<file path="src/rtl/vga_frame_scanner.sv">
// vga_frame_scanner: raster scan generator for the 640x480@60 Hz display path.
// Issues video memory read addresses, takes back the 3-bit colour one Clock
// later, and drives the VGA sync/RGB pins. The colour path is aligned so that
// sync and colour leave the block together, one pixel behind the counters.
module vga_frame_scanner #(
    parameter int unsigned H_VISIBLE = 640,
    parameter int unsigned H_FRONT   = 16,
    parameter int unsigned H_SYNC    = 96,
    parameter int unsigned H_BACK    = 48,
    parameter int unsigned V_VISIBLE = 480,
    parameter int unsigned V_FRONT   = 10,
    parameter int unsigned V_SYNC    = 2,
    parameter int unsigned V_BACK    = 33
) (
    input  logic       Clock,
    input  logic       Reset,
    input  logic       Enable,
    input  logic [2:0] iPixel,
    output logic [9:0] oVideoReadAddress,
    output logic [9:0] oColumnCount,
    output logic [9:0] oRowCount,
    output logic       oHorizontalSync,
    output logic       oVerticalSync,
    output logic       oRed,
    output logic       oGreen,
    output logic       oBlue,
    output logic       oFrameStart
);

    localparam int unsigned H_TOTAL = H_VISIBLE + H_FRONT + H_SYNC + H_BACK;
    localparam int unsigned V_TOTAL = V_VISIBLE + V_FRONT + V_SYNC + V_BACK;

    localparam logic [9:0] H_LAST       = 10'(H_TOTAL - 1);
    localparam logic [9:0] V_LAST       = 10'(V_TOTAL - 1);
    localparam logic [9:0] H_VIS        = 10'(H_VISIBLE);
    localparam logic [9:0] V_VIS        = 10'(V_VISIBLE);
    localparam logic [9:0] H_SYNC_FIRST = 10'(H_VISIBLE + H_FRONT);
    localparam logic [9:0] H_SYNC_LAST  = 10'(H_VISIBLE + H_FRONT + H_SYNC - 1);
    localparam logic [9:0] V_SYNC_FIRST = 10'(V_VISIBLE + V_FRONT);
    localparam logic [9:0] V_SYNC_LAST  = 10'(V_VISIBLE + V_FRONT + V_SYNC - 1);

    logic       toggle_q, toggle_d;
    logic [9:0] col_q, col_d;
    logic [9:0] row_q, row_d;
    logic       hsync_q, hsync_d;
    logic       vsync_q, vsync_d;
    logic [2:0] rgb_q, rgb_d;
    logic       frame_start_q, frame_start_d;

    logic tick;
    logic col_wrap;
    logic row_wrap;
    logic visible;

    // Next-state: divider, counters and the output registers loaded on a tick.
    always_comb begin
        tick     = Enable & toggle_q;
        col_wrap = (col_q == H_LAST);
        row_wrap = (row_q == V_LAST);
        visible  = (col_q < H_VIS) && (row_q < V_VIS);

        toggle_d = toggle_q;
        col_d    = col_q;
        row_d    = row_q;
        hsync_d  = hsync_q;
        vsync_d  = vsync_q;
        rgb_d    = rgb_q;

        if (Enable) begin
            toggle_d = ~toggle_q;
        end

        if (tick) begin
            // Outputs use the pre-increment counters: iPixel belongs to them.
            hsync_d = !((col_q >= H_SYNC_FIRST) && (col_q <= H_SYNC_LAST));
            vsync_d = !((row_q >= V_SYNC_FIRST) && (row_q <= V_SYNC_LAST));
            rgb_d   = visible ? iPixel : 3'b000;
            col_d   = col_wrap ? 10'd0 : col_q + 10'd1;
            if (col_wrap) begin
                row_d = row_wrap ? 10'd0 : row_q + 10'd1;
            end
        end

        // Recomputed every Clock so the strobe stays one Clock wide even if
        // Enable drops right after the wrap.
        frame_start_d = tick & col_wrap & row_wrap;
    end

    // State registers with synchronous reset; reset outranks Enable.
    always_ff @(posedge Clock) begin
        if (Reset) begin
            toggle_q      <= 1'b0;
            col_q         <= 10'd0;
            row_q         <= 10'd0;
            hsync_q       <= 1'b1;
            vsync_q       <= 1'b1;
            rgb_q         <= 3'b000;
            frame_start_q <= 1'b0;
        end else begin
            toggle_q      <= toggle_d;
            col_q         <= col_d;
            row_q         <= row_d;
            hsync_q       <= hsync_d;
            vsync_q       <= vsync_d;
            rgb_q         <= rgb_d;
            frame_start_q <= frame_start_d;
        end
    end

    // 32x16 pixel cells; outside the visible area the address aliases harmlessly.
    always_comb begin
        oVideoReadAddress = {row_q[8:4], col_q[9:5]};
        oColumnCount      = col_q;
        oRowCount         = row_q;
        oHorizontalSync   = hsync_q;
        oVerticalSync     = vsync_q;
        {oRed, oGreen, oBlue} = rgb_q;
        oFrameStart       = frame_start_q;
    end

endmodule
</file>
<file path="config.mk">
export PLATFORM = sky130hd
export DESIGN_NAME = vga_frame_scanner
export DESIGN_NICKNAME = d
export VERILOG_FILES = /design/src/rtl/vga_frame_scanner.sv
export SDC_FILE = /design/constraint.sdc
export NUM_CORES = 1
export LEC_CHECK = 0
export CAP_MARGIN = 10
export CORE_AREA = 2 2 70 86
export CTS_CLUSTER_SIZE = 28
export DETAILED_ROUTE_END_ITERATION = 10
export DIE_AREA = 0 0 72 88
export PLACE_DENSITY = 0.58
export SETUP_SLACK_MARGIN = 0.4
export SYNTH_ARGS = -nofsm -noshare
export SYNTH_HDL_FRONTEND = slang
export SYNTH_SLANG_ARGS = --single-unit
export TNS_END_PERCENT = 50
</file>
<file path="constraint.sdc">
create_clock -name Clock -period 2.25 [get_ports Clock]
set_input_delay 0.3375 -clock Clock [delete_from_list [all_inputs] [get_ports Clock]]
set_output_delay 0.3375 -clock Clock [all_outputs]
set_load 0.005 [all_outputs]
</file>
======== Word level (Yosys, flattened, before mapping) ========
Index checks and enable logic that the tools add are counted.
storage, ports and cells
  register bits after elaboration ......... 27
operators by class
  equality and inequality tests ........... 2
  order comparisons ....................... 6
  add/subtract/negate cells ............... 2
  muxes and demuxes ....................... 3
  bitwise logic cells ..................... 4
  reduce and logical (&&, ||, !) cells .... 6
operators by type and width
  kind                     count
  $add A10 B1 Y10 const B  2
  $eq A10 B10 Y1 const B   2
  $mux W10                 2
  $ge A10 B10 Y1 const B   1
  $ge A10 B9 Y1 const B    1
  $le A10 B10 Y1 const B   1
  $le A10 B9 Y1 const B    1
  $lt A10 B10 Y1 const B   1
  $lt A10 B9 Y1 const B    1
  $and A1 B1 Y1            3
  $logic_and A1 B1 Y1      3
  $mux W3                  1
  $logic_not A1 Y1         2
  $reduce_and A2 Y1        1
  $not A1 Y1               1

======== Logic depth before layout (Yosys ltp) ========
Gate-level depths: netlist of the first run.
  word-level depth ........................ 3
  mapped depth ............................ 6

======== Least setup slack after synthesis of the first run ========
OpenSTA, ideal clock, no wires.
  kind .................................... register to register
  start ................................... reg row_q[1] (netlist: oRowCount[1])
  end ..................................... reg row_q[6] (netlist: oRowCount[6])
  cell stages (with the launch flop) ...... 6
  setup slack ............................. 295 ps
  data arrival time ....................... 1886 ps
  period minus slack after synthesis ...... 1955 ps
  buffers on the path ..................... 0
  path through ............................ dfxtp_1 > ha_1 > or4b_1 > or4_4 > or3_1 > a21oi_1
between the ends
  word-level cells in the longest chain between the ends .. 2
  elaborated cells on any way between the ends .. 3
ends and longest elaborated chain
  element                                            line    source
  start, declared                                    44      logic [9:0] row_q, row_d;
  start signal, assigned                             102     row_q <= row_d;
  $add A10 B1 Y10 or $eq A10 B10 Y1 (tied branches)  80, 59
  $mux W10 *                                         80      row_d = row_wrap ? 10'd0 : row_q + 10'd1;
Mark *: on every way between the ends. The rest lies on a longest branch, timed or not.
A chain may end at the register's enable or synchronous reset.

======== Final worst setup path of the first run ========
  start ................................... reg row_q[0] (netlist: oRowCount[0])
  end ..................................... reg row_q[8] (netlist: oRowCount[8])
The elaborated chain is that of the path after synthesis.

==> impl_metrics.tcl, run 1 <==
set metrics [dict create \
    die-height_um 88 \
    p_int_w 0.0006359 \
    synth_area_leaders "dfxtp_1 (40%), xnor2_1 (5.9%), buf_4 (5.6%)" \
    setup_viol 0 \
    p_per_area_mw_per_mm2 408.9 \
    final_util 0.3626 \
    fin_crit_sh 0.8412 \
    period_needed_ns 1.893 \
    synth_top_area_frac 0.4019 \
    grt_pass1_wl_mm 5.568 \
    clock_path_buffers 2 \
    synth_area_leader_cell "dfxtp_1" \
    synthCells 157 \
    cp-startpoint "oRowCount[0]$_SDFFE_PP0P_" \
    h-tree-depth 1 \
    timing.final.hold_violations 0 \
    grt_start_max_net_pins 16 \
    place_area_mm2 0.001812 \
    setup_tns_ns 0 \
    cts_sinks 27 \
    worstPathRequired_ns 2.45 \
    synthArstFlopShare 0 \
    finalMaxSlewViolations 0 \
    rows 30 \
    first_global_vias 1182 \
    rrSetupSlack_ns 0.36 \
    syn_area_per_cell_um2 8.567 \
    ys_ff_latch 27 \
    r2r-end "oRowCount[8]$_SDFFE_PP0P_" \
    layout.nets 218 \
    worst_pin_slew_ns 0.5326 \
    ioPinCount 42 \
    crit_path_end_kind "register" \
    gp_congestion 0.7413 \
    cts.clk_slew.worst_paths_ns 0.09 \
    min-delay-start "Enable" \
    slew_headroom 0.6417 \
    power_frac_clock 0.332 \
    viasPerCell 4.860 \
    synth.lib_cells_used.distinct 33 \
    initial_utilization 0.2438 \
    core_mm2 0.005518 \
    area_growth_pct 48.74 \
    fp.dieW_um 72 \
    synth-edff-count 0 \
    vdd_drop_max_v 0.0002014 \
    hold_slack_ns 0.3809 \
    drt_iter0_drc 55 \
    ant_nets 0 \
    antenna_found_initial 0 \
    fmax_ghz 0.5284 \
    fill_cells 578 \
    syn_area_mm2 0.001345 \
    cts_buffers 3 \
    p_comb_frac 0.076 \
    rsz0062_at_grt "yes" \
    switchingPower_w 0.0001821 \
    yosysMostFrequentCell "dfxtp_1" \
    gr-usage-met3 0.01036 \
    seqPwrFrac 0.592 \
    cap_violations 0 \
    netlist_top_cells_count "dfxtp_1 (27), nor2_1 (16), nand2_1 (11)" \
    hold_path_depth 3 \
    leakagePower_nw 0.6662 \
    grt_overflow 0 \
    pre_cts_slack_ns 0.007699 \
    netSwitchingFraction 0.2226 \
    dp_hpwl_mm 2.439 \
    cp-start-kind "register" \
    firstDrtPassIters 4 \
    regToRegStartpoint "oRowCount[0]$_SDFFE_PP0P_" \
    stdcell_area_mm2 0.002001 \
    run_status "completed" \
    wl_per_cell_um 13.28 \
    drive_gt1_frac 0.1836 \
    dieArea_mm2 0.006336 \
    synth_warnings 0 \
    grt_usage 0.1099 \
    crit_type "register to register" \
    seq_area_frac_synth 0.4019 \
    globalRouteMet1Util 0.1371 \
    busiest_layer "met2" \
    drc 0 \
    synth_ff_type "dfxtp_1" \
    synth_fp_nets 167 \
    gr-usage-met2 0.1961 \
    wirelength_mm 3.599 \
    setup_slack_ns 0.3574 \
    crit_arrival_ns 2.09 \
    cts_root_buf "clkbuf_8" \
    clock_latency_ns 0.27 \
    finClkSkew_ns 0.006166 \
    vias 1317 \
    diodes 0 \
    whs_endpoint "toggle_q$_SDFFE_PP0P_" \
    cts_tree "built" \
    io_buffer_count 41 \
    min_path_type "input pin to register" \
    rr_worst_depth 5 \
    cp_max_fo 5 \
]
[worst max-delay path, stage by stage (launching register included)]
cell     delay, ns
dfxtp_4       0.37
ha_4          0.13
or4b_4        0.44
or4_4         0.45
or3_1         0.32
a21oi_1       0.12
[registers in the layout, indices dropped and copies added, names as in the netlist]
signal           flops
rgb_q                3
toggle_q             1
oVerticalSync        1
oFrameStart          1
oHorizontalSync      1
oColumnCount        10
oRowCount           10
[power by group through the flow]
stage / Sequential, W / Combinational (W) / Clock [W]
2_1_floorplan: 0.000503 / 0.0000268 / 0
3_3_place_gp: 0.000503 / 0.0000563 / 0
3_5_place_dp: 0.000503 / 0.0000556 / 0
4_1_cts: 0.000487 / 0.0000614 / 0.000286
5_1_grt: 0.000486 / 0.0000685 / 0.000310
6_report: 0.000485 / 0.0000621 / 0.000271
[through the flow]
step                      std cells   power, W
final                           271  0.0008180
after global routing            271  0.0008649
after CTS                       267  0.0008350
after detailed placement        256  0.0005586
after global placement          256  0.0005591
after floorplan                 157  0.0005293
[placed cells by master (no fill, tap or decap), drive strengths merged, types with 3 or more instances in the layout]
cell / count
clkdlybuf4s50: 40
dfxtp: 27
buf: 20
nor2: 16
nand2: 11
xnor2: 9
a21oi: 9
nand4: 7
o21ai: 7
inv: 6
or3: 5
nand3: 5
nor4: 5
nor3: 4
or4: 4
ha: 4
xor2: 3
a22o: 3
clkbuf: 3
[worst max path at each step]
stage                                           end  slack (ns)  depth (start not counted)
after global routing      oRowCount[8]$_SDFFE_PP0P_        0.28                          5
after global placement    oRowCount[9]$_SDFFE_PP0P_        0.03                          5
after floorplan           oRowCount[6]$_SDFFE_PP0P_        0.34                          5
after CTS                 oRowCount[7]$_SDFFE_PP0P_        0.33                          5
after detailed placement  oRowCount[9]$_SDFFE_PP0P_       0.008                          5
final                     oRowCount[8]$_SDFFE_PP0P_        0.36                          5
[area by class of cell]
class / instances / area [µm²] / area share
inverter: 6 / 22.52 / 0.01126
timing repair buffer: 61 / 566.8 / 0.2833
clock buffer: 3 / 41.29 / 0.02064
tap: 64 / 80.08 / 0.04002
sequential: 27 / 563.0 / 0.2814
multi-input combinational: 109 / 721.9 / 0.3609
clock inverter: 1 / 5.005 / 0.002502
[routing by layer]
layer	vias up	wire (µm)	share of wire
li1	651	-	-
met1	619	1610	0.45
met2	41	1818	0.51
met3	6	137	0.038
met4	0	33	0.0092
met5	-	0	0
[cells by family after synthesis]
kind of cell	Yosys count	synth area share
simple gates	67	0.2698
flops	27	0.4019
buf+inv	22	0.09674
xor+xnor	12	0.07815
compound gates	25	0.1163
fa+ha+maj	4	0.03721
[timing repair]
action | 4_1_cts | 5_1_grt
setup buffers | 7 | 3
hold endpoints to repair | 0 | 0
endpoints found under the setup margin | 6 | 11
gates resized for setup | 7 | 8
hold buffers | 0 | 0
pin swaps | 5 | 4
cloned | 0 | 1
No activity file was read; power rests on OpenSTA's default activity.
==> inputs of run 2 (changes only) <==
--- a/config.mk
+++ b/config.mk
@@ -10,7 +10,7 @@
 export CTS_CLUSTER_SIZE = 28
 export DETAILED_ROUTE_END_ITERATION = 10
 export DIE_AREA = 0 0 72 88
-export PLACE_DENSITY = 0.58
+export PLACE_DENSITY = 0.6
 export SETUP_SLACK_MARGIN = 0.4
 export SYNTH_ARGS = -nofsm -noshare
 export SYNTH_HDL_FRONTEND = slang
==> constraint.sdc (replaced) <==
create_clock -name Clock -period 1.6 [get_ports Clock]
set_input_delay 0.24 -clock Clock [delete_from_list [all_inputs] [get_ports Clock]]
set_output_delay 0.24 -clock Clock [all_outputs]
set_load 0.005 [all_outputs]
==> run 2 against run 1 <==
  * The flow now finishes with violations (negative setup slack)
  * Power rose by 47%
  * Worst setup slack got worse by 0.78 ns
  * Worst hold slack improved by 0.039 ns
  * Clock power rose by 47%
  * Fmax fell by 6.2%
  * First-iteration DRC count rose by 56%
  * Global-route usage rose by 1.2 points
  * Clock-buffer cell count rose by 1
  * Sequential share of layout area fell by 4.1 points
  * Die area did not move
  * Critical path type unchanged
  * Critical endpoint is now oRowCount[6]$_SDFFE_PP0P_
  * Largest cell class unchanged
==> impl_metrics.tcl, run 2 (synthesis gave the netlist of run 1 again) <==
set metrics [dict create \
    min_path_type "input pin to register" \
    core_mm2 0.005518 \
    diodes 0 \
    run_status "finished with violations" \
    h-tree-depth 1 \
    setup_viol 17 \
    crit_path_end_kind "register" \
    first_global_vias 1320 \
    cts_sinks 27 \
    p_int_w 0.0009187 \
    pre_cts_slack_ns -0.5308 \
    fin_crit_sh 1.261 \
    fin_cells 299 \
    clock_latency_ns 0.28 \
    fill_cells 528 \
    worstPathRequired_ns 1.82 \
    wl_per_cell_um 13.78 \
    viasPerCell 4.856 \
    cts_buffers 3 \
    vias 1452 \
    period_needed_ns 2.018 \
    area_growth_pct 80.19 \
    seqPwrFrac 0.569 \
    dieArea_mm2 0.006336 \
    placedCellCount 278 \
    fp.dieW_um 72 \
    initial_utilization 0.2438 \
    antenna_found_initial 0 \
    drt_iter0_drc 86 \
    rsz0062_at_grt "yes" \
    leakagePower_nw 1.017 \
    cp-start-kind "register" \
    cp_max_fo 5 \
    rows 30 \
    drive_gt1_frac 0.4894 \
    violations "negative setup slack" \
    dp_hpwl_mm 2.654 \
    finClkSkew_ns 0.004332 \
    fmax_ghz 0.4954 \
    wirelength_mm 4.121 \
    timing.final.hold_violations 0 \
    p_comb_frac 0.100 \
    clock_path_buffers 2 \
    grt_start_max_net_pins 15 \
    cts.clk_slew.worst_paths_ns 0.09 \
    slew_headroom 0.6133 \
    switchingPower_w 0.0002807 \
    p_per_area_mw_per_mm2 494.9 \
    crit_chain "ha_4 > or4b_1 > or4_4 > or3_1 > a21oi_2" \
    power_frac_clock 0.332 \
    ioPinCount 42 \
    crit_arrival_ns 2.24 \
    cpPeakStageDelay_ns 0.53 \
    layout.nets 246 \
    critPathSlowestCell "or4_4" \
    crit_type "register to register" \
    gp_congestion 0.7702 \
    finalMaxSlewViolations 0 \
    cts_root_buf "clkbuf_8" \
    drc 0 \
    worst_pin_slew_ns 0.5748 \
    io_buffer_count 41 \
    grt_usage 0.1224 \
    final_common_cell "buf_6" \
    grt_pass1_wl_mm 6.141 \
    grt_overflow 0 \
    mostFrequentLayoutCells "buf_6 (29), buf_4 (28), dfxtp_2 (16), nor2_1 (13), clkdlybuf4s50_1 (11)" \
    setup_slack_ns -0.4184 \
    vdd_drop_max_v 0.0002926 \
    firstDrtPassIters 4 \
    netSwitchingFraction 0.2341 \
    cts_tree "built" \
    ant_nets 0 \
    die-height_um 88 \
    cap_violations 0 \
]
==> run 2: cell type report <==
type	instances	area (µm²)	share of cell area
Multi-Input combinational cell	108	849.6	0.3505
Timing Repair Buffer	90	843.3	0.3480
Sequential cell	27	583.1	0.2406
Tap cell	64	80.08	0.03304
Clock buffer	4	45.04	0.01859
Inverter	6	22.52	0.009293
==> run 2: final timing paths <==
check / start / depth (start not counted) / slack, ns / to
setup reg to reg: oRowCount[0]$_SDFFE_PP0P_ / 5 / -0.42 / oRowCount[6]$_SDFFE_PP0P_
setup / recovery: oRowCount[0]$_SDFFE_PP0P_ / 5 / -0.42 / oRowCount[6]$_SDFFE_PP0P_
hold / removal: Enable / 3 / 0.42 / toggle_q$_SDFFE_PP0P_
hold reg to reg: oVerticalSync$_SDFFE_PP1P_ / 1 / 0.46 / oVerticalSync$_SDFFE_PP1P_
==> run 2: critical path, delay by kind of cell, from the launching register on <==
family / cells / cell delay, ns
compound gates: 1 / 0.12
fa+ha+maj: 1 / 0.13
flops: 1 / 0.37
simple gates: 3 / 1.35
==> run 2: through the flow <==
stage	setup TNS, ns	power, W	util	cell area [µm²]	hold slack, ns
2_1_floorplan	-1.821	0.0007460	-	1400	0.3656
3_3_place_gp	-6.488	0.0008007	0.3655	2017	0.4435
3_5_place_dp	-7.091	0.0008009	0.3655	2017	0.4602
4_1_cts	-2.760	0.001202	0.4181	2307	0.4228
5_1_grt	-4.163	0.001256	0.4392	2424	0.4447
6_report	-3.064	0.001199	0.4392	2424	0.4198
==> run 2: power groups by stage <==
stage	logic, W	registers, W	clock network (W)
2_1_floorplan	0.0000400	0.000706	0
3_3_place_gp	0.0000984	0.000702	0
3_5_place_dp	0.0000983	0.000703	0
4_1_cts	0.000108	0.000687	0.000407
5_1_grt	0.000127	0.000684	0.000445
6_report	0.000120	0.000682	0.000398
==> run 2: repair_timing <==
item / 4_1_cts / 5_1_grt
setup buffers: 12 / 5
pin swaps: 9 / 14
gates resized for setup: 118 / 36
endpoints found under the setup margin: 62 / 52
hold buffers: 0 / 0
==> run 2: layer usage <==
| metal | share of wire | vias up | GRT usage |
|---|---|---|---|
| met5 | 0 | - | 0 |
| met4 | 0.013 | 0 | 0.05317 |
| met3 | 0.046 | 7 | 0.01611 |
| met2 | 0.52 | 42 | 0.2205 |
| met1 | 0.42 | 698 | 0.1443 |
| li1 | - | 705 | - |
